### src/rtl/spi_ram_pkg.sv
`default_nettype none
// ============================================================================
// Package  : spi_ram_pkg
// Desc     : Opcodes, widths and FSM state type shared by the SPI_RAM master.
// Revision : 1.0 - initial release
// ============================================================================
package spi_ram_pkg;

    localparam logic [1:0] OP_WR_ADDR = 2'b00;
    localparam logic [1:0] OP_WR_DATA = 2'b01;
    localparam logic [1:0] OP_RD_ADDR = 2'b10;
    localparam logic [1:0] OP_RD_DATA = 2'b11;

    localparam int FRAME_W = 10;
    localparam int DATA_W  = 8;

    typedef enum logic [2:0] {
        IDLE  = 3'd0,
        START = 3'd1,
        CMD   = 3'd2,
        SHIFT = 3'd3,
        WAIT  = 3'd4,
        READ  = 3'd5,
        GAP   = 3'd6
    } spi_state_t;

    function automatic int max3(input int a, input int b, input int c);
        int m;
        m = (a > b) ? a : b;
        return (m > c) ? m : c;
    endfunction

endpackage
`default_nettype wire

### src/rtl/spi_ram_master_if.sv
`default_nettype none
// ============================================================================
// Interface: spi_ram_master_if
// Desc     : Host-side command/response bundle of the SPI_RAM master.
// Revision : 1.0 - initial release
// ============================================================================
interface spi_ram_master_if;
    import spi_ram_pkg::*;

    logic              cmd_valid;
    logic              cmd_ready;
    logic [1:0]        cmd_op;
    logic [DATA_W-1:0] cmd_data;
    logic              rsp_valid;
    logic [DATA_W-1:0] rsp_data;
    logic              busy;

    // Host side: issues requests, receives responses.
    modport master (
        output cmd_valid, cmd_op, cmd_data,
        input  cmd_ready, rsp_valid, rsp_data, busy
    );

    // Engine side: the SPI master itself.
    modport slave (
        input  cmd_valid, cmd_op, cmd_data,
        output cmd_ready, rsp_valid, rsp_data, busy
    );

endinterface
`default_nettype wire

### src/rtl/spi_ram_shifter.sv
`default_nettype none
// ============================================================================
// Module   : spi_ram_shifter
// Desc     : 10-bit PISO feeding MOSI and 8-bit SIPO collecting MISO.
// Revision : 1.0 - initial release
// ============================================================================
module spi_ram_shifter
    import spi_ram_pkg::*;
(
    input  wire logic               clk,
    input  wire logic               rst_n,
    input  wire logic               i_load,
    input  wire logic [FRAME_W-1:0] i_frame,
    input  wire logic               i_shift_out,
    input  wire logic               i_shift_in,
    input  wire logic               i_miso,
    output logic                    o_mosi_bit,
    output logic [DATA_W-1:0]       o_rx_byte
);

    logic [FRAME_W-1:0] r_piso;
    logic [DATA_W-1:0]  r_sipo;

    always_ff @(posedge clk or negedge rst_n) begin
        if (!rst_n) begin
            r_piso <= '0;
        end else if (i_load) begin
            r_piso <= i_frame;
        end else if (i_shift_out) begin
            r_piso <= {r_piso[FRAME_W-2:0], 1'b0};
        end
    end

    always_ff @(posedge clk or negedge rst_n) begin
        if (!rst_n) begin
            r_sipo <= '0;
        end else if (i_shift_in) begin
            r_sipo <= {r_sipo[DATA_W-2:0], i_miso};
        end
    end

    assign o_mosi_bit = r_piso[FRAME_W-1];
    assign o_rx_byte  = r_sipo;

endmodule
`default_nettype wire

### src/rtl/spi_ram_master.sv
`default_nettype none
// ============================================================================
// Module   : spi_ram_master
// Desc     : SPI initiator for SPI_RAM: serialises {op,data} frames on
//            SS_n/MOSI and returns the MISO byte of read-data frames.
// Optional : SPI_RAM_MASTER_AUTO_RD_EN - a rd-addr request is followed by an
//            automatic rd-data frame (dummy byte 0x00).
// Revision : 1.0 - initial release
// ============================================================================
module spi_ram_master
    import spi_ram_pkg::*;
#(
    parameter int IDLE_GAP   = 2,
    parameter int RD_LATENCY = 2
) (
    input  wire logic       clk,
    input  wire logic       rst_n,
    spi_ram_master_if.slave host,
    output logic            MOSI,
    input  wire logic       MISO,
    output logic            SS_n
);

    localparam int c_CNT_MAX = max3(FRAME_W - 1, RD_LATENCY - 1, IDLE_GAP - 1);
    localparam int c_CNT_W   = $clog2(c_CNT_MAX + 1);

    localparam logic [c_CNT_W-1:0] c_SHIFT_LOAD = c_CNT_W'(FRAME_W - 1);
    localparam logic [c_CNT_W-1:0] c_WAIT_LOAD  = c_CNT_W'(RD_LATENCY - 1);
    localparam logic [c_CNT_W-1:0] c_READ_LOAD  = c_CNT_W'(DATA_W - 1);
    localparam logic [c_CNT_W-1:0] c_GAP_LOAD   = c_CNT_W'(IDLE_GAP - 1);

    spi_state_t          r_state;
    spi_state_t          w_next;
    logic [c_CNT_W-1:0]  r_cnt;
    logic [c_CNT_W-1:0]  w_cnt_next;
    logic [1:0]          r_op;
    logic                w_load;
    logic [FRAME_W-1:0]  w_frame;
    logic                w_rsp_fire;
    logic                w_shift_out;
    logic                w_shift_in;
    logic                w_mosi_bit;
    logic [DATA_W-1:0]   w_rx_byte;
    logic                w_auto_pend;

    logic                r_mosi;
    logic                r_ss_n;
    logic                r_rsp_valid;
    logic [DATA_W-1:0]   r_rsp_data;
    logic                r_busy;
    logic                r_cmd_ready;

`ifdef SPI_RAM_MASTER_AUTO_RD_EN
    // Set by an accepted rd-addr request, consumed when the follow-up frame loads.
    logic r_auto_pend;

    always_ff @(posedge clk or negedge rst_n) begin
        if (!rst_n) begin
            r_auto_pend <= 1'b0;
        end else if (w_load) begin
            r_auto_pend <= (r_state == IDLE) && (host.cmd_op == OP_RD_ADDR);
        end
    end

    assign w_auto_pend = r_auto_pend;
`else
    assign w_auto_pend = 1'b0;
`endif

    always_ff @(posedge clk or negedge rst_n) begin
        if (!rst_n) begin
            r_state <= IDLE;
            r_cnt   <= '0;
        end else begin
            r_state <= w_next;
            r_cnt   <= w_cnt_next;
        end
    end

    always_comb begin
        w_next     = r_state;
        w_cnt_next = r_cnt;
        w_load     = 1'b0;
        w_frame    = {host.cmd_op, host.cmd_data};
        w_rsp_fire = 1'b0;
        case (r_state)
            IDLE: begin
                if (host.cmd_valid) begin
                    w_load = 1'b1;
                    w_next = START;
                end
            end
            START: begin
                w_next = CMD;
            end
            CMD: begin
                w_next     = SHIFT;
                w_cnt_next = c_SHIFT_LOAD;
            end
            SHIFT: begin
                if (r_cnt == '0) begin
                    if (r_op == OP_RD_DATA) begin
                        w_next     = WAIT;
                        w_cnt_next = c_WAIT_LOAD;
                    end else begin
                        w_next     = GAP;
                        w_cnt_next = c_GAP_LOAD;
                    end
                end else begin
                    w_cnt_next = r_cnt - 1'b1;
                end
            end
            WAIT: begin
                if (r_cnt == '0) begin
                    w_next     = READ;
                    w_cnt_next = c_READ_LOAD;
                end else begin
                    w_cnt_next = r_cnt - 1'b1;
                end
            end
            READ: begin
                if (r_cnt == '0) begin
                    w_rsp_fire = 1'b1;
                    w_next     = GAP;
                    w_cnt_next = c_GAP_LOAD;
                end else begin
                    w_cnt_next = r_cnt - 1'b1;
                end
            end
            GAP: begin
                if (r_cnt == '0) begin
                    if (w_auto_pend) begin
                        w_load  = 1'b1;
                        w_frame = {OP_RD_DATA, {DATA_W{1'b0}}};
                        w_next  = START;
                    end else begin
                        w_next = IDLE;
                    end
                end else begin
                    w_cnt_next = r_cnt - 1'b1;
                end
            end
            default: begin
                w_next     = IDLE;
                w_cnt_next = '0;
            end
        endcase
    end

    // Shifts happen on the edge that enters (or stays in) the matching state,
    // so MISO sampling starts exactly RD_LATENCY edges after the last MOSI bit.
    assign w_shift_out = (w_next == SHIFT);
    assign w_shift_in  = (w_next == READ);

    spi_ram_shifter u_shifter (
        .clk         (clk),
        .rst_n       (rst_n),
        .i_load      (w_load),
        .i_frame     (w_frame),
        .i_shift_out (w_shift_out),
        .i_shift_in  (w_shift_in),
        .i_miso      (MISO),
        .o_mosi_bit  (w_mosi_bit),
        .o_rx_byte   (w_rx_byte)
    );

    always_ff @(posedge clk or negedge rst_n) begin
        if (!rst_n) begin
            r_op        <= OP_WR_ADDR;
            r_mosi      <= 1'b0;
            r_ss_n      <= 1'b1;
            r_rsp_valid <= 1'b0;
            r_rsp_data  <= '0;
            r_busy      <= 1'b0;
            r_cmd_ready <= 1'b1;
        end else begin
            if (w_load) begin
                r_op <= w_frame[FRAME_W-1 -: 2];
            end
            r_mosi      <= ((w_next == CMD) || (w_next == SHIFT)) ? w_mosi_bit : 1'b0;
            r_ss_n      <= (w_next == IDLE) || (w_next == GAP);
            r_rsp_valid <= w_rsp_fire;
            if (w_rsp_fire) begin
                r_rsp_data <= w_rx_byte;
            end
            r_busy      <= (w_next != IDLE);
            r_cmd_ready <= (w_next == IDLE);
        end
    end

    assign MOSI           = r_mosi;
    assign SS_n           = r_ss_n;
    assign host.cmd_ready = r_cmd_ready;
    assign host.rsp_valid = r_rsp_valid;
    assign host.rsp_data  = r_rsp_data;
    assign host.busy      = r_busy;

endmodule
`default_nettype wire

### src/flat_wrapper.sv
// flat-port wrapper written by rule: the top's interface ports become plain ports
module spi_ram_master_flat import spi_ram_pkg::*;
#(
    parameter int IDLE_GAP   = 2,
    parameter int RD_LATENCY = 2
)
  (clk, rst_n, MOSI, MISO, SS_n, host_cmd_valid, host_cmd_op, host_cmd_data, host_cmd_ready, host_rsp_valid, host_rsp_data, host_busy);
  spi_ram_master_if host_i ();
  input  wire logic clk;
  input  wire logic rst_n;
  output logic MOSI;
  input  wire logic MISO;
  output logic SS_n;
  input wire logic [$bits(host_i.cmd_valid)-1:0] host_cmd_valid;
  input wire logic [$bits(host_i.cmd_op)-1:0] host_cmd_op;
  input wire logic [$bits(host_i.cmd_data)-1:0] host_cmd_data;
  output wire logic [$bits(host_i.cmd_ready)-1:0] host_cmd_ready;
  output wire logic [$bits(host_i.rsp_valid)-1:0] host_rsp_valid;
  output wire logic [$bits(host_i.rsp_data)-1:0] host_rsp_data;
  output wire logic [$bits(host_i.busy)-1:0] host_busy;
  assign host_i.cmd_valid = host_cmd_valid;
  assign host_i.cmd_op = host_cmd_op;
  assign host_i.cmd_data = host_cmd_data;
  assign host_cmd_ready = host_i.cmd_ready;
  assign host_rsp_valid = host_i.rsp_valid;
  assign host_rsp_data = host_i.rsp_data;
  assign host_busy = host_i.busy;
  spi_ram_master #(.IDLE_GAP(IDLE_GAP), .RD_LATENCY(RD_LATENCY)) u_core (.clk(clk), .rst_n(rst_n), .host(host_i), .MOSI(MOSI), .MISO(MISO), .SS_n(SS_n));
endmodule
### config.mk
export PLATFORM = sky130hd
export DESIGN_NAME = spi_ram_master_flat
export DESIGN_NICKNAME = d
export VERILOG_FILES = /design/src/rtl/spi_ram_pkg.sv /design/src/rtl/spi_ram_master_if.sv /design/src/rtl/spi_ram_shifter.sv /design/src/rtl/spi_ram_master.sv /design/src/flat_wrapper.sv
export SDC_FILE = /design/constraint.sdc
export NUM_CORES = 1
export LEC_CHECK = 0
export BUFFER_PORTS_ARGS = -buffer_cell sky130_fd_sc_hd__buf_4
export CAP_MARGIN = 20
export CORE_ASPECT_RATIO = 1.25
export CORE_MARGIN = 2
export CORE_UTILIZATION = 45
export CTS_CLUSTER_SIZE = 10
export DETAILED_ROUTE_END_ITERATION = 10
export GPL_ROUTABILITY_DRIVEN = 1
export PLACE_DENSITY_LB_ADDON = 0.05
export SLEW_MARGIN = 10
export SYNTH_ARGS = -nofsm -noshare
export SYNTH_HDL_FRONTEND = slang
export SYNTH_SLANG_ARGS = --single-unit
### constraint.sdc
create_clock -name clk -period 3.4 [get_ports clk]
set_input_delay 0.85 -clock clk [delete_from_list [all_inputs] [get_ports clk]]
set_output_delay 0.85 -clock clk [all_outputs]
set_load 0.005 [all_outputs]
After elaboration in Yosys (flattened, before gate mapping)

Cells that the tools add are included.

Mux-type cells: 18
Reduce and logical (&&, ||, !) cells: 10
Bitwise operators: 1
Add/subtract/negate cells: 1
Equality and inequality tests: 12

Operator list:

| kind                                                                   | number |
|---|---|
| 3-bit case mux with 7 select lines                                     | 1 |
| 10-bit 2-to-1 mux                                                      | 2 |
| 4-bit case mux with 5 select lines                                     | 1 |
| 3-bit equality test (second input constant)                            | 5 |
| 3-bit 2-to-1 mux                                                       | 5 |
| 3-bit by 2-bit equality test with 1-bit output (second input constant) | 4 |
| 4-bit 2-to-1 mux                                                       | 3 |
| 3-bit logical NOT                                                      | 2 |
| 1-bit 2-to-1 mux                                                       | 5 |
| 4-bit logical NOT                                                      | 1 |
| 2-bit OR reduction                                                     | 2 |
| 4-bit by 1-bit subtractor with 4-bit output (second input constant)    | 1 |
| 3-bit by 1-bit equality test with 1-bit output (second input constant) | 1 |
| 3-bit nonzero test                                                     | 1 |
| 2-bit equality test (second input constant)                            | 1 |
| 1-bit logical OR                                                       | 2 |
| 2-bit 2-to-1 mux                                                       | 1 |
| 2-bit inequality test (second input constant)                          | 1 |
| 2-bit AND reduction                                                    | 1 |
| 2-bit nonzero test                                                     | 1 |
| 1-bit inverter                                                         | 1 |

Logic and storage cells: 53
Input port bits: 14
Register bits: 40

Longest topological paths before layout

Gate-level depths: netlist of the first run.

Depth after elaboration: 7
Depth in mapped cells: 8
Gate-level depth less buffers: 6

Hierarchy

Synthesis of the first run repeated with hierarchy kept, for this count alone.

Cells, all modules: 162
Area total of the unflattened synthesis: 1904.3 µm²

By module, submodules not included:

| module          | cells each | sequential area each (µm²) | area each (µm²) | instances |
|---|---|---|---|---|
| spi_ram_master  | 102        | 553.0                      | 1108.6          | 1 |
| spi_ram_shifter | 60         | 450.4                      | 795.8           | 1 |

Worst setup path after synthesis of the first run

No wires, ideal clock.

Path kind: register -> register
Start point: register u_core.r_cnt[0]
End point: register u_core.u_shifter.r_sipo[0] (netlist: u_core.u_shifter.o_rx_byte[0])
Arrival: 1.815 ns
Library setup time: 0.125 ns
Period minus slack after synthesis: 1.940 ns
Cell stages (with the launch flop): 7
Path slack: 1.460 ns
Path buffers: 0
Path through: dfrtp_1 inv_1 ha_1 nor3b_4 xnor2_1 nor3_4 mux2_2

Word-level cells in the longest chain between the ends: 4
Elaborated cells on any way between the ends: 7
Those cells by class: eq/ne (1); mux (5); reduce/logical (1)

Ends and longest elaborated chain:

| item                                 | RTL line              | RTL |
|---|---|---|
| from (decl)                          | spi_ram_master.sv:34  | `logic [c_CNT_W-1:0] r_cnt;` |
| from (signal assigned)               | spi_ram_master.sv:76  | `r_cnt <= w_cnt_next;` |
| 4-bit logical NOT *                  | n/a                   |  |
| 3-bit 2-to-1 mux (on tied branches)  | n/a                   |  |
| 3-bit case mux with 7 select lines * | spi_ram_master.sv:86  | `case (r_state)` |
| 3-bit equality test *                | spi_ram_master.sv:153 | `assign w_shift_in = (w_next == READ);` |
| to (signal assigned)                 | spi_ram_shifter.sv:38 | `r_sipo <= {r_sipo[DATA_W-2:0], i_miso};` |
| to (decl)                            | spi_ram_shifter.sv:22 | `logic [DATA_W-1:0] r_sipo;` |

Every way passes the cells marked *; elsewhere a longest branch is shown, timed or not.
A chain may end at the register's enable or synchronous reset.

Worst setup path after layout of the first run

Start point: register u_core.r_cnt[0]
End point: register u_core.u_shifter.r_sipo[4] (netlist: u_core.u_shifter.o_rx_byte[4])

The elaborated chain is that of the path after synthesis.

==> metrics, run 1 <==
worst hold endpoint u_core.r_op[0]$_DFFE_PN0P_; DP HPWL 2.45 mm; crit path launch type register; vias per inst 5.47; layout cell share with drive strength beyond 1 between 20 and 30%; DR vias 1340; total power 0.00182 W; Setup Skew 0.00504 ns; GP Congestion approximately 0.7; Setup-failing EPs final 0; vias in the first global route around 1300; CP Class reg2reg; Sequential cell area between 0.001 and 0.0015 mm²; Clk pin slew, worst setup/hold paths ~0.080 ns; num rows 25; hold path depth 2; max_cap viols 0; Clock Tree Buf Depth 2; post-CTS setup buffers 0; total track usage 18.0%; Port Buffers 26; cts bufs inserted 5; area of the die 0.00456 mm²; core box area approximately 0.0038 mm²; GR met2 Demand/Resource 27.0%; Worst Path Required roughly 3.6 ns; # hold bufs at CTS 0; DRC 0; cell count after synthesis 164; GR Util met1 approximately a quarter; Yosys warning count 0; setup slack after layout 1.18 ns; NumNets Final 205; Detailed Route WL 3.58 mm; # clock sinks 40; initial antenna violation count 0; CTS resizes 0; worst slack, placed around 1.2 ns; CP arrival 2.40 ns; cell accounting for the most synthesized area dfrtp_1; Fmax ~0.45 GHz; r2r worst-path depth 6; flop-to-flop setup slack 1.18 ns; reg2reg start u_core.r_cnt[0]$_DFFE_PN0P_; Starting Density 47.5%; share of the synthesized area in the top cell type a little over half; pwr/cell area slightly above 800 mW/mm²; Die H 75.0 µm; Seq/Total Area, Yosys 55.3%; largest net degree at the start of global routing 41; Fin. Hold Viols 0; synth top area cells dfrtp_1, mux2_2, nand2_1; Post-synth EDFFs 0; Synth Flop Type dfrtp_1; run status completed; Top Ports 27; worst-margin pin slew around 0.62 ns; H-Tree Depth 2; Synth Register Bits 40; drt pass-1 iters 4; RSZ-0062 raised after global routing no; cell area after layout 0.00219 mm²; Antenna Nets Post-Route 0; chip width just over 60 µm; Setup crit end kind register; first-pass GRT wire length 6.01 mm; maximum VDD drop 395 µV; syn avg cell area 11.1 µm²; diodes inserted 0; Synth Net Count 179; Non-Filler Instances 245; area of the multi-input gates approximately 750 µm²; max-slew violation count 0; Rel. slew slack about three fifths; gr ovfl total 0; clk_lat worst skew roughly 0.29 ns; Unique masters post-synth 36; Crit Reg-Reg Endpoint u_core.u_shifter.o_rx_byte[4]$_DFFE_PN0N_; area grow syn2layout 20.6%; Global Route met3 Usage 4.98%; gr busiest metal met2; Min-Delay Path Class reg2reg; Final period util 65.3%; CTS tree done; placed cell count approximately 240; fin crit period 2.22 ns; worst-path fanout max 9; Area after DPL between 0.002 and 0.0025 mm²; area of the mapped netlist 0.00181 mm²; Avg WL per Cell 14.6 µm; Fillers 330; asr flop ratio synth 100%; Leak Pwr 1.09 nW; setup TNS 0 ns; CTS root buf clkbuf_8; Initial DRC Count 112; Min-Delay Startpoint u_core.r_op[0]$_DFFE_PN0P_
routing by layer:
metal  up-vias  wire length, µm
li1        642                -
met1       644             1590
met2        48             1750
met3         6              194
met4         0               54
met5         -                0
cells in the mapped netlist, drive strengths merged, types with 2 or more instances:
library cell	count
nand2	19
and3	7
inv	7
nand2b	5
a31oi	3
a221o	7
buf	2
o21ai	9
nor3	4
a21oi	6
a211oi	2
nor2	7
dfrtp	38
nand3	5
clkbuf	7
dfstp	2
mux2	16
per-stage QoR:
step	hold slack, ns	utilization (%)
finish	0.484	57.3
global route	0.529	57.3
CTS	0.485	57.3
detailed placement	0.467	53.8
global placement	0.461	53.8
floorplan	0.446	-
power by group:
part	internal, W	switching (W)	total (W)
clock network	0.000293	0.000165	0.000459
logic	0.000280	0.000331	0.000611
registers	0.000604	0.000144	0.000748
total	0.00118	0.000640	0.00182
kinds of logic after synthesis:
kind of cell | count (synthesis) | share of synthesized area [%]
AO/OA/AOI/OAI | 35 | 13.5
XOR/XNOR | 1 | 0.483
adder cells (fa/ha/maj) | 1 | 0.690
buffers and inverters | 16 | 3.45
flip-flops | 40 | 55.3
multiplexers | 16 | 9.94
AND/OR/NAND/NOR | 55 | 16.6
state kept, by name, indices dropped and copies added (netlist names):
signal,flops
u_core.u_shifter.r_piso,10
u_core.r_cnt,4
u_core.host.busy,1
u_core.u_shifter.o_rx_byte,8
u_core.SS_n,1
u_core.MOSI,1
u_core.r_op,2
u_core.host.rsp_data,8
u_core.host.rsp_valid,1
u_core.host.cmd_ready,1
u_core.r_state,3
final cells by class:
class | count | share of cell area [%]
clock buffer | 6 | 3.32
sequential | 40 | 45.9
timing repair buffer | 28 | 9.61
tap | 54 | 3.09
inverter | 7 | 1.20
multi-input combinational | 108 | 34.2
clock inverter | 2 | 2.75
cells in the final DEF, fill, tap and decap left out, types with 5 or more instances in the layout:
| cell | netlist | layout |
|---|---|---|
| dfrtp_1 | 38 | 38 |
| buf_4 | 0 | 28 |
| nand2_1 | 19 | 19 |
| mux2_2 | 16 | 16 |
| o21ai_0 | 9 | 9 |
| inv_1 | 7 | 7 |
| nor2_1 | 7 | 7 |
| and3_1 | 7 | 7 |
| a221o_1 | 7 | 7 |
| a21oi_1 | 6 | 6 |
| nand2b_1 | 5 | 5 |
| nand3_1 | 5 | 5 |
| clkbuf_8 | 0 | 5 |
how the worst max path moves through the flow:
stage,start,to
after global placement,u_core.r_cnt[0]$_DFFE_PN0P_,u_core.u_shifter.o_rx_byte[3]$_DFFE_PN0N_
after floorplan,u_core.r_cnt[0]$_DFFE_PN0P_,u_core.u_shifter.o_rx_byte[0]$_DFFE_PN0N_
after detailed placement,u_core.r_cnt[0]$_DFFE_PN0P_,u_core.u_shifter.o_rx_byte[4]$_DFFE_PN0N_
after global routing,u_core.r_cnt[0]$_DFFE_PN0P_,u_core.u_shifter.o_rx_byte[4]$_DFFE_PN0N_
after CTS,u_core.r_cnt[0]$_DFFE_PN0P_,u_core.u_shifter.o_rx_byte[4]$_DFFE_PN0N_
final,u_core.r_cnt[0]$_DFFE_PN0P_,u_core.u_shifter.o_rx_byte[4]$_DFFE_PN0N_
worst max-delay path: stages (launching register included):
cell and delay [ns]:
dfrtp_1 0.39, inv_1 0.12, ha_1 0.29, nor3b_4 0.43
xnor2_1 0.16, nor3_4 0.34, mux2_2 0.39
No activity file was read; power rests on OpenSTA's default activity.
==> inputs of run 2 (changes only) <==
clock period = 1.97 ns   (was 3.4 ns; I/O delays follow)
==> metrics, run 2 (synthesized netlist as in run 1, its figures left out) <==
Area after DPL 0.00215 mm² (+4.6%); diodes inserted 0 (unchanged); Fmax 0.546 GHz (+21%); initial antenna violation count 0 (unchanged); commonest non-fill, non-tap cells in the layout buf_4, dfrtp_1, nand2_1, mux2_2, o21ai_0; Fillers 345 (+4.5%); max incr delay on CP 0.41 ns (-0.02 ns); max-slew violation count 0 (unchanged); pwr/cell area 1370 mW/mm² (+65%); crit path launch type register; GP Congestion 0.792 (+13%); # hold bufs at CTS 0 (unchanged); area of the multi-input gates 759 µm² (+1.7%); CTS tree done; Avg WL per Cell 14.8 µm (+1.2%); Setup Skew 0.00655 ns (+0.00151 ns); Die H 75.0 µm (unchanged); cell area after layout 0.00225 mm² (+3.1%); run status completed; worst-path fanout max 8 (-1); drt pass-1 iters 4 (unchanged); CP arrival 2.01 ns (-0.39 ns); Worst Path Required 2.15 ns (-1.43 ns); Final period util 93.0% (+28 points); setup TNS 0 ns (unchanged); Fin. Hold Viols 0 (unchanged); num rows 25 (unchanged); Detailed Route WL 3.79 mm (+5.7%); H-Tree Depth 2 (unchanged); max FFs per register 10 (unchanged); DRC 0 (unchanged); clk_lat worst skew 0.30 ns (about the same); Clk pin slew, worst setup/hold paths 0.08 ns (about the same); vias in the first global route 1365 (+6.3%); area of the die 0.00456 mm² (unchanged); fin crit period 1.83 ns (-0.388 ns); total track usage 18.8% (+0.85 points); CP Class reg2reg; gr ovfl total 0 (unchanged); NumNets Final 216 (+5.4%); DR vias 1383 (+3.2%); final hold slack 0.145 ns (-0.338 ns); Clock Tree Buf Depth 2 (unchanged); DP HPWL 2.69 mm (+9.9%); Port Buffers 26 (unchanged); CTS root buf clkbuf_8; worst-margin pin slew 0.502 ns (-0.118 ns); vias per inst 5.40 (-1.2%); # clock sinks 40 (unchanged); largest net degree at the start of global routing 41 (unchanged); Initial DRC Count 100 (-11%); Setup crit end kind register; Starting Density 47.5% (unchanged); layout cell share with drive strength beyond 1 36.6% (+6.8 points); area grow syn2layout 24.4%; first-pass GRT wire length 6.33 mm (+5.4%); cts bufs inserted 5 (unchanged); max_cap viols 0 (unchanged); CP cell instances inv_2 -> ha_2 -> nor3b_4 -> xnor2_1 -> nor3_4 -> buf_12 -> mux2_2; Antenna Nets Post-Route 0 (unchanged); Min-Delay Path Class in2async; Sequential cell area 0.00100 mm² (unchanged); chip width 60.8 µm (unchanged); core box area 0.00382 mm² (unchanged); maximum VDD drop 677 µV (+71%); Top reg by flops u_core.u_shifter.r_piso; Rel. slew slack 66.6% (+8.0 points); Top Ports 27 (unchanged); critical path's slowest cell dfrtp_1; Setup-failing EPs final 0 (unchanged); RSZ-0062 raised after global routing no; Leak Pwr 1.13 nW (+3.8%)
## run 2: cell types whose count changed in the layout (fill, tap and decap cells not counted), sizes merged
cell,previous run,this run
buf,28,39
bufinv,2,0
clkinv,0,2
## run 2: routing by layer
metal | GRT usage [%] | share of wire, % | vias to the layer above
met5 | 0 | 0 | -
met4 | 7.00 | 1.5 | 0
met3 | 4.12 | 4.0 | 7
met2 | 30.9 | 50 | 34
met1 | 24.3 | 44 | 680
li1 | - | - | 662
## run 2: stage by stage
step | utilization [%] | cells | total power, W | worst slack (ns)
floorplan | - | 164 | 0.00205 | 0.0297
global placement | 56.3 | 248 | 0.00245 | 0.155
detailed placement | 56.3 | 248 | 0.00250 | 0.0661
CTS | 58.8 | 256 | 0.00307 | 0.0470
global route | 59.1 | 256 | 0.00333 | 0.0379
finish | 59.1 | 256 | 0.00309 | 0.139
## run 2: layout make-up
type | instances | share of cell area [%]
multi-input combinational | 108 | 33.7
inverter | 7 | 1.17
sequential | 40 | 44.5
tap | 54 | 3.00
timing repair buffer | 39 | 13.5
clock inverter | 2 | 0.444
clock buffer | 6 | 3.66
## run 2: repair_timing
item | in CTS | in global routing
setup endpoints to repair | 0 | 26
resized for setup | 0 | 5
setup buffers | 0 | 0
## run 2: final timing paths
check	from	end	slack, ns	cells after the start
min in group clk	host_cmd_op[1]	u_core.r_op[1]$_DFFE_PN0P_	0.39	3
max in group asynchronous	rst_n	u_core.host.cmd_ready$_DFF_PN1_	1.44	1
worst max-delay path	u_core.r_cnt[0]$_DFFE_PN0P_	u_core.u_shifter.o_rx_byte[3]$_DFFE_PN0N_	0.14	7
worst max register to register	u_core.r_cnt[0]$_DFFE_PN0P_	u_core.u_shifter.o_rx_byte[3]$_DFFE_PN0N_	0.14	7
worst min register to register	u_core.u_shifter.r_piso[7]$_DFFE_PN0P_	u_core.u_shifter.r_piso[8]$_DFFE_PN0P_	0.49	2
worst min-delay path	rst_n	u_core.r_cnt[2]$_DFFE_PN0P_	0.15	1
## run 2: worst max-delay path, delay by kind of cell (launching register included)
| kind | cells | cell delay [ns] |
|---|---|---|
| adders and majority gates | 1 | 0.21 |
| buffers and inverters | 2 | 0.24 |
| DFF | 1 | 0.41 |
| and+or+nand+nor | 2 | 0.40 |
| xor gates and xnor gates | 1 | 0.13 |
| muxes | 1 | 0.33 |
## run 2: power by group
group	switching, W	leakage [nW]	internal, W
combinational	0.000693	0.558	0.000613
clock	0.000286	0.0510	0.000279
sequential	0.000173	0.521	0.00104
total	0.00115	1.13	0.00194
==> inputs of run 3 (changes only) <==
CORE_MARGIN = 4   (was 2)
==> metrics, run 3 (synthesized netlist as in run 1, its figures left out) <==
Fmax 0.554 GHz (+1.5%); Clk pin slew, worst setup/hold paths 0.08 ns (about the same); CTS resizes 0 (unchanged); Die H 79.0 µm (+5.3%); DR vias 1361 (-1.6%); Avg WL per Cell 14.2 µm (-4.1%); gr ovfl total 0 (unchanged); fin crit period 1.80 ns (-0.0277 ns); layout cell share with drive strength beyond 1 35.3% (-1.3 points); crit path launch type register; Leak Pwr 1.14 nW (+0.68%); # clock sinks 40 (unchanged); clk_lat worst skew 0.29 ns (about the same); chip width 64.8 µm (+6.6%); CTS tree done; post-CTS setup buffers 0 (unchanged); worst-margin pin slew 0.495 ns (-0.00644 ns); Rel. slew slack 67.0% (+0.43 points); r2r worst-path depth 7 (unchanged); Detailed Route WL 3.62 mm (-4.5%); maximum VDD drop 750 µV (+11%); max FFs per register 10 (unchanged); Worst Path Required 2.14 ns (about the same); initial antenna violation count 0 (unchanged); area of the die 0.00511 mm² (+12%); NumNets Final 215 (-0.46%); Clock Tree Buf Depth 2 (unchanged); area grow syn2layout 26.2%; commonest non-fill, non-tap cells in the layout dfrtp_1, buf_4, nand2_1, mux2_2, o21ai_0; # hold bufs at CTS 0 (unchanged); most common cell after layout, fill and taps aside dfrtp_1; Min-Delay Path Class in2async; Port Buffers 26 (unchanged); setup TNS 0 ns (unchanged); Fin. Hold Viols 0 (unchanged); flop-to-flop setup slack 0.17 ns (+0.03 ns); RSZ-0062 raised after global routing no; pwr/cell area 1410 mW/mm² (+2.6%); vias in the first global route 1378 (+0.95%); Top Ports 27 (unchanged); worst-path fanout max 8 (unchanged); GP Congestion 0.858 (+8.4%); max-slew violation count 0 (unchanged); Top reg by flops u_core.u_shifter.r_piso; Setup-failing EPs final 0 (unchanged); CTS root buf clkbuf_8; reg2reg start u_core.r_cnt[0]$_DFFE_PN0P_; DRC 0 (unchanged); core box area 0.00385 mm² (+0.82%); run status completed; H-Tree Depth 2 (unchanged); Antenna Nets Post-Route 0 (unchanged); CP Class reg2reg; total track usage 15.8% (-3.0 points); DP HPWL 2.57 mm (-4.3%); drt pass-1 iters 4 (unchanged); diodes inserted 0 (unchanged); first-pass GRT wire length 6.29 mm (-0.66%); CP arrival 1.98 ns (-0.03 ns); max_cap viols 0 (unchanged); Initial DRC Count 81 (-19%); Setup crit end kind register; vias per inst 5.34 (-1.2%); Starting Density 47.1% (-0.39 points); Crit Reg-Reg Endpoint u_core.u_shifter.o_rx_byte[1]$_DFFE_PN0N_; final core occ 59.4% (+0.37 points); largest net degree at the start of global routing 41 (unchanged); Setup Skew 0.00494 ns (-0.00161 ns); Final period util 91.6% (-1.4 points); num rows 25 (unchanged); cts bufs inserted 5 (unchanged)
[run 3: per-layer routing]
layer / global-route usage (%) / wire length, µm / vias up
met3: 3.68 / 177 / 7
li1: - / - / 663
met5: 0 / 0 / -
met4: 5.71 / 63 / 0
met1: 20.2 / 1580 / 649
met2: 26.0 / 1800 / 42
[run 3: layout make-up]
class / instances / area [µm²]
Tap cell: 54 / 67.6
Clock inverter: 2 / 38.8
Timing Repair Buffer: 38 / 298
Clock buffer: 6 / 82.6
Fill cell: 325 / 1560
Multi-Input combinational cell: 108 / 771
Inverter: 7 / 26.3
Sequential cell: 40 / 1000
[run 3: stage by stage]
| stage | instances | hold WS [ns] | setup slack, ns | power [W] | cell area [µm²] |
|---|---|---|---|---|---|
| after global routing | 255 | 0.204 | 0.0312 | 0.00345 | 2290 |
| final | 255 | 0.156 | 0.166 | 0.00321 | 2290 |
| after floorplan | 164 | 0.197 | 0.0297 | 0.00205 | 1810 |
| after global placement | 247 | 0.462 | 0.120 | 0.00244 | 2140 |
| after CTS | 255 | 0.177 | 0.0108 | 0.00318 | 2260 |
| after detailed placement | 247 | 0.464 | 0.0188 | 0.00247 | 2140 |
[run 3: worst max path at each step]
stage	startpoint	end	slack [ns]	cells past startpoint
after floorplan	u_core.r_cnt[0]$_DFFE_PN0P_	u_core.u_shifter.o_rx_byte[0]$_DFFE_PN0N_	0.03	6
after global placement	u_core.r_cnt[0]$_DFFE_PN0P_	u_core.u_shifter.r_piso[2]$_DFFE_PN0P_	0.12	6
after detailed placement	u_core.r_cnt[0]$_DFFE_PN0P_	u_core.u_shifter.r_piso[5]$_DFFE_PN0P_	0.02	6
after CTS	u_core.r_cnt[0]$_DFFE_PN0P_	u_core.u_shifter.r_piso[5]$_DFFE_PN0P_	0.01	6
after global routing	u_core.r_cnt[0]$_DFFE_PN0P_	u_core.u_shifter.o_rx_byte[2]$_DFFE_PN0N_	0.03	7
final	u_core.r_cnt[0]$_DFFE_PN0P_	u_core.u_shifter.o_rx_byte[1]$_DFFE_PN0N_	0.17	7
[run 3: worst max-delay path, cell delays in order, from the launching register on]
cell and delay, ns:
dfrtp_1 0.39, inv_1 0.12, ha_4 0.18, nor3b_4 0.23, xnor2_1 0.13, nor3_4 0.16
buf_12 0.15, mux2_2 0.33
[run 3: power by group]
part	internal [W]	total, W	switching [W]
combinational	0.000624	0.00129	0.000671
clock	0.000414	0.000697	0.000283
sequential	0.00104	0.00122	0.000178
total	0.00208	0.00321	0.00113
